## config.mk

```make
export PLATFORM = sky130hd
export DESIGN_NAME = dmem_bridge
export DESIGN_NICKNAME = d
export VERILOG_FILES = /design/src/rtl/dmem_bridge_pkg.sv /design/src/rtl/wdt_counter.sv /design/src/rtl/dmem_bridge.sv
export SDC_FILE = /design/constraint.sdc
export NUM_CORES = 1
export LEC_CHECK = 0
export CAP_MARGIN = 20
export CORE_UTILIZATION = 40
export CTS_CLUSTER_DIAMETER = 40
export DETAILED_ROUTE_END_ITERATION = 16
export GPL_TIMING_DRIVEN = 0
export PLACE_DENSITY = 0.91
export SLEW_MARGIN = 40
export SYNTH_ARGS = -nofsm -noshare
export SYNTH_HDL_FRONTEND = slang
export SYNTH_SLANG_ARGS = --single-unit
```

## constraint.sdc

```tcl
create_clock -name clk -period 2.35 [get_ports clk]
set_clock_uncertainty 0.2 [all_clocks]
set_input_delay 0.235 -clock clk [delete_from_list [all_inputs] [get_ports clk]]
set_output_delay 0.235 -clock clk [all_outputs]
set_load 0.01 [all_outputs]
```

## src/rtl/dmem_bridge_pkg.sv

```systemverilog
// dmem_bridge_pkg: shared types and constants for the
// data-memory bridge and its watchdog.
package dmem_bridge_pkg;

  typedef enum logic [1:0] {
    IDLE,
    REQ,
    WAIT,
    DONE
  } state_t;

  localparam logic [3:0] STRB_READ = 4'b1111;
  localparam int WDT_W = 16;

endpackage

```

## src/rtl/wdt_counter.sv

```systemverilog
// wdt_counter: transaction watchdog; counts enabled cycles
// since the last clear and flags the cycle that hits the limit.
module wdt_counter
  import dmem_bridge_pkg::*;
#(
  parameter int W = WDT_W
) (
  input  logic         clk,
  input  logic         reset,
  input  logic         clear,
  input  logic         enable,
  input  logic [W-1:0] limit,
  output logic         expired
);

  logic [W-1:0] count;

  // cycle counter, restarted at the start of each transaction
  always_ff @(posedge clk) begin
    if (reset) begin
      count <= '0;
    end else if (clear) begin
      count <= '0;
    end else if (enable) begin
      count <= count + W'(1);
    end
  end

  // the limit-th enabled cycle is the last one allowed
  assign expired = enable & (count == limit - W'(1));

endmodule

```

## src/rtl/dmem_bridge.sv

```systemverilog
// dmem_bridge: MEM-stage to valid/ready data-bus bridge with
// pipeline stall, full-word read return and a watchdog.
module dmem_bridge
  import dmem_bridge_pkg::*;
#(
  parameter int XLEN    = 32,
  parameter int TIMEOUT = 255
) (
  input  logic            clk,
  input  logic            reset,
  input  logic [XLEN-1:0] ALUResultM,
  input  logic [XLEN-1:0] WriteDataM,
  input  logic            MemWrite,
  input  logic [3:0]      MemWriteSelect,
  input  logic            MemReadM,
  output logic [XLEN-1:0] ReadDataM,
  output logic            StallM,
  output logic            bus_req_valid,
  input  logic            bus_req_ready,
  output logic [XLEN-1:0] bus_addr,
  output logic            bus_we,
  output logic [XLEN-1:0] bus_wdata,
  output logic [3:0]      bus_wstrb,
  input  logic            bus_rsp_valid,
  input  logic [XLEN-1:0] bus_rdata,
  output logic            bus_err
);

  state_t state;
  state_t nextState;

  logic access;
  logic isStore;
  logic latchReq;
  logic capture;
  logic timeoutHit;
  logic wdtClear;
  logic wdtEnable;
  logic wdtExpired;

  logic [XLEN-1:0] reqAddr;
  logic [XLEN-1:0] reqWdata;
  logic [3:0]      reqStrb;
  logic            reqWe;

  assign access  = MemWrite | MemReadM;
  assign isStore = MemWrite & ~MemReadM;

  wdt_counter #(
    .W(WDT_W)
  ) uWdt (
    .clk    (clk),
    .reset  (reset),
    .clear  (wdtClear),
    .enable (wdtEnable),
    .limit  (WDT_W'(TIMEOUT)),
    .expired(wdtExpired)
  );

  // state register
  always_ff @(posedge clk) begin
    if (reset) begin
      state <= IDLE;
    end else begin
      state <= nextState;
    end
  end

  // next state and per-cycle control
  always_comb begin
    nextState     = state;
    latchReq      = 1'b0;
    capture       = 1'b0;
    timeoutHit    = 1'b0;
    wdtClear      = 1'b0;
    wdtEnable     = 1'b0;
    bus_req_valid = 1'b0;
    unique case (state)
      IDLE: begin
        if (access) begin
          latchReq  = 1'b1;
          wdtClear  = 1'b1;
          nextState = REQ;
        end
      end
      REQ: begin
        bus_req_valid = 1'b1;
        wdtEnable     = 1'b1;
        if (wdtExpired) begin
          timeoutHit = 1'b1;
          nextState  = DONE;
        end else if (bus_req_ready) begin
          nextState = WAIT;
        end
      end
      WAIT: begin
        wdtEnable = 1'b1;
        if (bus_rsp_valid) begin
          capture   = 1'b1;
          nextState = DONE;
        end else if (wdtExpired) begin
          timeoutHit = 1'b1;
          nextState  = DONE;
        end
      end
      DONE: begin
        nextState = IDLE;
      end
      default: begin
        nextState = IDLE;
      end
    endcase
  end

  assign StallM = access & (state != DONE);

  // request registers, loaded only when leaving IDLE
  always_ff @(posedge clk) begin
    if (reset) begin
      reqAddr  <= '0;
      reqWdata <= '0;
      reqStrb  <= '0;
      reqWe    <= 1'b0;
    end else if (latchReq) begin
      reqAddr  <= {ALUResultM[XLEN-1:2], 2'b00};
      reqWdata <= WriteDataM;
      reqStrb  <= isStore ? MemWriteSelect : STRB_READ;
      reqWe    <= isStore;
    end
  end

  // read-data capture and sticky timeout flag
  always_ff @(posedge clk) begin
    if (reset) begin
      ReadDataM <= '0;
      bus_err   <= 1'b0;
    end else if (capture) begin
      ReadDataM <= bus_rdata;
    end else if (timeoutHit) begin
      ReadDataM <= '0;
      bus_err   <= 1'b1;
    end
  end

  assign bus_addr  = reqAddr;
  assign bus_wdata = reqWdata;
  assign bus_wstrb = reqStrb;
  assign bus_we    = reqWe;

endmodule

```

==> results of run 1 <==
[layout by cell type (no fill, tap or decap), types with 5 or more instances in the layout]
master	count
sky130_fd_sc_hd__clkdlybuf4s50_1	205
sky130_fd_sc_hd__nand2_1	132
sky130_fd_sc_hd__dfxtp_1	117
sky130_fd_sc_hd__a21oi_1	71
sky130_fd_sc_hd__a22o_1	31
sky130_fd_sc_hd__clkbuf_1	22
sky130_fd_sc_hd__nor2_1	20
sky130_fd_sc_hd__clkbuf_16	16
sky130_fd_sc_hd__ha_1	7
sky130_fd_sc_hd__inv_1	6
sky130_fd_sc_hd__xor2_1	6
sky130_fd_sc_hd__nand3_1	5
sky130_fd_sc_hd__nand4_1	5
sky130_fd_sc_hd__buf_6	5
sky130_fd_sc_hd__o21ai_0	5
sky130_fd_sc_hd__or3_1	5
sky130_fd_sc_hd__clkinv_2	5
[tightest hold or removal path, stage by stage]
cell and delay (ps):
sky130_fd_sc_hd__clkdlybuf4s50_1 390, sky130_fd_sc_hd__nand2_1 50, sky130_fd_sc_hd__a21oi_1 50
[cell families after synthesis]
family	synth area share (%)
and+or+nand+nor	19.3
AOI/OAI and AO/OA	17.6
DFF	54.1
buffers and inverters	4.42
xor gates and xnor gates	2.01
adders and majority gates	2.01
muxes	0.459
other	0.0860
[power by group through the flow]
stage               Clock [uW]  Combinational, uW  Sequential (uW)
floorplan                    0               1100             2710
global placement             0               2290             2560
detailed placement           0               2390             2590
CTS                       2440               2400             2540
global route              2540               2610             2580
finish                    2400               2380             2550
[what timing repair did]
item | CTS | global route
hold endpoints to repair | 0 | 0
hold buffers | 0 | 0
resized for setup | 1 | 1
endpoints found under the setup margin | 2 | 30
[area by class of cell]
| class | instances | area [um2] |
|---|---|---|
| buffer | 32 | 170 |
| clock buffer | 18 | 418 |
| fill | 803 | 3320 |
| tap | 136 | 170 |
| multi-input combinational | 333 | 1820 |
| inverter | 6 | 22.5 |
| clock inverter | 13 | 133 |
| sequential | 118 | 2360 |
| timing repair buffer | 205 | 2050 |
[metrics by stage]
stage               power, uW  std cells
finish                   7340        861
global route             7730        861
CTS                      7390        861
detailed placement       4970        830
global placement         4850        830
floorplan                3800        489
[flip-flops by register name, indices dropped and copies added, names as in the netlist]
register,count
bus_wdata,32
bus_addr,30
bus_wstrb,4
state,2
bus_err,1
ReadDataM,32
bus_we,1
uWdt.count,16
[metal layers]
metal	vias to the layer above	GRT usage, %	wire length, um
li1	2114	-	-
met1	2018	23.9	4920
met2	176	41.8	6570
met3	24	6.56	987
met4	0	9.39	268
met5	-	0	0
[worst paths after layout]
check / startpoint / to / slack [ps] / cells past startpoint
max: state[1]$_SDFFE_PP0P_ / ReadDataM[18]$_SDFFE_PP0P_ / 80 / 9
min: ALUResultM[18] / bus_addr[18]$_SDFFE_PP0P_ / 80 / 3
max reg2reg: state[1]$_SDFFE_PP0P_ / ReadDataM[18]$_SDFFE_PP0P_ / 80 / 9
min reg2reg: bus_addr[24]$_SDFFE_PP0P_ / bus_addr[24]$_SDFFE_PP0P_ / 250 / 2
==> results.cfg, run 1 <==
[outcome]
status = finished clean

[clocking]
latest_clock_arrival_within_the_worst_skew_pair_ps = 490
cts_tree = built
clock-sinks = 118
cts_buffers = 17
cts_post_setup_buffers_inserted = 0
cts.htree.levels = 4
cts.root.buffer_cell = sky130_fd_sc_hd__clkbuf_8
cts.clk_slew.worst_paths_ps = 60
cts-root-to-sink-buffers = 2

[yosys]
ys.warnings.count = 0
synth_seq_cells = 118
synth.top_cells.by_area = sky130_fd_sc_hd__dfxtp_1, sky130_fd_sc_hd__nand2_1, sky130_fd_sc_hd__a21oi_1
synth_edf_count = 0
ys.flop_type = sky130_fd_sc_hd__dfxtp_1
synth_top_area_share_pct = 54.1
synth_top_cell_by_area = sky130_fd_sc_hd__dfxtp_1
syn_area_um2 = 4360
netlist_top_cells_count = sky130_fd_sc_hd__nand2_1, sky130_fd_sc_hd__dfxtp_1, sky130_fd_sc_hd__a21oi_1
synth.most_common_cell = sky130_fd_sc_hd__nand2_1
share_of_flip_flops_with_an_asynchronous_set_or_reset_pct = 0
seq_area_frac_synth_pct = 54.1
synthesis.area_per_instance_um2 = 8.94
yosysUniqueCellTypes = 42
synthCells = 488

[finish]
drive_above_1_share_pct = 6.76
final_cell_area_um2 = 7140
finish.net_count = 826
syn_to_final_growth_pct = 63.8
final_core_util_pct = 68.3
insertedDiodeCount = 0

[global_routing]
grt_antenna_before_repair = 0
grtUsageTotal_pct = 22.6
gr-total-overflow = 0
first_global_vias = 4390
pin_count_of_the_biggest_net_entering_global_routing = 17
grt_first_pass_wirelength_mm = 20.2

[timing]
timing.max_slew.rel_slack_pct = 65.9
finalHoldViolCount = 0
maxSlewViolCount = 0
final.min_clock_period_ps = 2270
timing_worst_slew_pin_value_ps = 510
timing.fmax_mhz = 440
setup_total_negative_slack_ps = 0
fin_crit_sh_pct = 96.7
final-setup-viol-count = 0
unrepaired_setup_endpoints_after_global_routing = no
timing.hold.ws_ps = 81.7
layout_setup_ws_ps = 78.6

[placed_design]
port_buffers = 205
dpl-instance-area_um2 = 6590
dp.final_hpwl_mm = 9.83
routabilityCongestion = 0.826
preCtsSetupSlack_ps = -189

[critical_path]
worstSetupPathType = reg -> reg
cp.arrival_ps = 2460
cpLargestDelayFamily = buffers and inverters
crit_path_end_kind = register
critical_path.slowest_cell = sky130_fd_sc_hd__dfxtp_1
critPathBufInv = 4
timing.critical_path.fanout_max = 10
critical_path.cell_chain = inv_1 -> ha_1 -> buf_6 -> and3_1 -> buf_6 -> and4_4 -> a21oi_4 -> buf_6 -> a22o_1
required_time_of_the_critical_path_ps = 2540
crit_top_cell = sky130_fd_sc_hd__buf_6
maximum_cell_stage_delay_along_the_critical_path_ps = 380
critPathLaunchType = register

[floorplan]
initial_utilization_pct = 41.7
die_w_um = 106
rows = 37
die_height_um = 106
core-area_um2 = 10500
die_area_um2 = 11300
boundaryPins = 210

[route]
routedWlPerCell_um = 14.8
via_per_inst = 5.03
drt.antenna.violating_nets = 0
dr.pass1.iters = 5
drcViolationCount = 0
detailroute.via_count = 4332
drt_iter0_markers = 187
routed_wl_mm = 12.7

[power]
cellPowerDensity_nw_per_um2 = 1030
static_leakage_uw = 0.00270
power.ir.vdd_worst_uv = 730
net-switching-power_uw = 2350
share_clk_of_total_power_pct = 32.8
sw_frac_of_total_pct = 32.0
internal_power_uw = 4990
p_seq_share_pct = 34.7
share_comb_of_total_power_pct = 32.5

[job]
max_cap_viol_count = 0

[min_path]
hp-class = in -> reg
No activity file was read; power rests on OpenSTA's default activity.
==> inputs of run 2 (changes only) <==
--- a/config.mk
+++ b/config.mk
@@ -6,6 +6,7 @@
 export NUM_CORES = 1
 export LEC_CHECK = 0
 export CAP_MARGIN = 20
+export CORE_ASPECT_RATIO = 0.5
 export CORE_UTILIZATION = 40
 export CTS_CLUSTER_DIAMETER = 40
 export DETAILED_ROUTE_END_ITERATION = 16
==> constraint.sdc (replaced) <==
create_clock -name clk -period 2.1 [get_ports clk]
set_clock_uncertainty 0.2 [all_clocks]
set_input_delay 0.21 -clock clk [delete_from_list [all_inputs] [get_ports clk]]
set_output_delay 0.21 -clock clk [all_outputs]
set_load 0.01 [all_outputs]
==> results.cfg, run 2 (synthesis results as in run 1) <==
[critical_path]
required_time_of_the_critical_path_ps = 2200
worst_r2r_startpoint = state[0]$_SDFFE_PP0P_
critPathLaunchType = register
worstReg2RegEnd = ReadDataM[1]$_SDFFE_PP0P_
cp.arrival_ps = 2170
launch_point_of_the_critical_path = state[0]$_SDFFE_PP0P_
timing.reg2reg.setup_slack_ps = 30
crit_path_end_kind = register
ff2ff_path_depth = 8
endpoint = ReadDataM[1]$_SDFFE_PP0P_
worstSetupPathType = reg -> reg
timing.critical_path.fanout_max = 7

[power]
static_leakage_uw = 0.00278
power.ir.vdd_worst_uv = 758
cellPowerDensity_nw_per_um2 = 1200
design_power_total_uw = 8740

[route]
drcViolationCount = 0
drt_iter0_markers = 199
routed_wl_mm = 14.2
via_per_inst = 5.10
routedWlPerCell_um = 16.3
drt.antenna.violating_nets = 0
detailroute.via_count = 4448
dr.pass1.iters = 6

[finish]
most_used_cells_in_the_layout_excluding_fill_and_tap_cells = sky130_fd_sc_hd__clkdlybuf4s50_1, sky130_fd_sc_hd__nand2_1, sky130_fd_sc_hd__dfxtp_1, sky130_fd_sc_hd__a21oi_1, sky130_fd_sc_hd__a22o_1
most_common_cell_after_layout_fill_and_taps_aside = sky130_fd_sc_hd__clkdlybuf4s50_1
syn_to_final_growth_pct = 67.2
seqCellArea_um2 = 2370
fill_cells = 733
insertedDiodeCount = 0
multi_input_area_um2 = 1840
final_cell_area_um2 = 7290
drive_above_1_share_pct = 8.61
layout.cells.non_filler = 872
finish.net_count = 834

[timing]
timing.hold.ws_ps = 145
final.min_clock_period_ps = 2070
final-setup-viol-count = 0
unrepaired_setup_endpoints_after_global_routing = yes
layout_setup_ws_ps = 30.4
maxSlewViolCount = 0
timing.fmax_mhz = 483
finalHoldViolCount = 0
fin_crit_sh_pct = 98.6
timing.max_slew.rel_slack_pct = 64.7
timing_worst_slew_pin_value_ps = 529

[placed_design]
routabilityCongestion = 0.781
port_buffers = 205
dp.final_hpwl_mm = 9.47
preCtsSetupSlack_ps = -326
dpl-instance-area_um2 = 6590
place_inst = 834

[clocking]
clock-sinks = 118
latest_clock_arrival_within_the_worst_skew_pair_ps = 410
cts-root-to-sink-buffers = 2
cts.root.buffer_cell = sky130_fd_sc_hd__clkbuf_16
cts_tree = built
cts_buffers = 17
cts.htree.levels = 4
cts.clk_slew.worst_paths_ps = 60

[floorplan]
core-area_um2 = 10400
rows = 26
die_area_um2 = 11400
boundaryPins = 210
initial_utilization_pct = 41.9
die_height_um = 75.9
die_w_um = 150

[global_routing]
first_global_vias = 4244
grt_antenna_before_repair = 0
grtUsageTotal_pct = 23.9
pin_count_of_the_biggest_net_entering_global_routing = 17
grt_first_pass_wirelength_mm = 20.7
gr-total-overflow = 0

[job]
max_cap_viol_count = 0

[min_path]
hp-class = in -> reg
min_path_cells = 3
holdCritStartpoint = ALUResultM[26]

[outcome]
status = finished clean
## run 2: changes by cell type in the layout (fill, tap and decap cells not counted), sizes merged
cell / previous run / this run
inv: 7 / 6
dlymetal6s2s: 0 / 1
clkdlybuf4s50: 205 / 203
clkbuf: 39 / 43
buf: 11 / 19
clkinv: 6 / 2
clkinvlp: 4 / 3
bufinv: 2 / 3
dlygate4sd2: 0 / 1
## run 2: where the power goes
part	switching (uW)	internal [uW]	leakage, uW
registers	224	2640	0.000966
logic	1510	1360	0.00153
clock network	1030	1970	0.000290
## run 2: layer usage
layer,global-route usage [%],routed length [um],vias to the layer above
li1,-,-,2131
met1,26.7,5900,2096
met2,42.5,7060,183
met3,6.71,900,38
met4,13.5,368,0
met5,0,0,-
## run 2: worst max-delay path: stages (launching register included)
cell and delay, ps:
sky130_fd_sc_hd__dfxtp_4 370, sky130_fd_sc_hd__inv_4 50, sky130_fd_sc_hd__ha_4 250, sky130_fd_sc_hd__buf_6 90, sky130_fd_sc_hd__and3_4 230, sky130_fd_sc_hd__and4_4 270, sky130_fd_sc_hd__a21oi_4 110, sky130_fd_sc_hd__buf_4 180
sky130_fd_sc_hd__a22o_1 220
## run 2: area by class of cell
| type | count | share of cell area [%] |
|---|---|---|
| clock inverter | 8 | 1.68 |
| clock buffer | 22 | 6.64 |
| buffer | 31 | 2.20 |
| timing repair buffer | 214 | 29.1 |
| multi-input combinational | 333 | 25.2 |
| tap | 140 | 2.40 |
| sequential | 118 | 32.5 |
| inverter | 6 | 0.343 |
## run 2: repair_timing
item | in CTS | in global routing
hold buffers | 0 | 0
gates resized for setup | 9 | 9
endpoints found under the setup margin | 106 | 81
pin swaps | 2 | 3
gates cloned | 3 | 0
setup buffers | 6 | 0
## run 2: through the flow
stage                     util, %  TNS [ps]
after floorplan                 -         0
after global placement       63.3    -18900
after detailed placement     63.3    -21340
after CTS                    70.0    -0.732
after global routing         70.1      -241
final                        70.1         0
## run 2: how the worst min path moves through the flow
| stage | to |
|---|---|
| 4_1_cts | bus_addr[26]$_SDFFE_PP0P_ |
| 5_1_grt | bus_addr[26]$_SDFFE_PP0P_ |
| 3_3_place_gp | bus_wdata[12]$_SDFFE_PP0P_ |
| 2_1_floorplan | bus_we$_SDFFE_PP0P_ |
| 6_report | bus_addr[26]$_SDFFE_PP0P_ |
| 3_5_place_dp | bus_addr[10]$_SDFFE_PP0P_ |
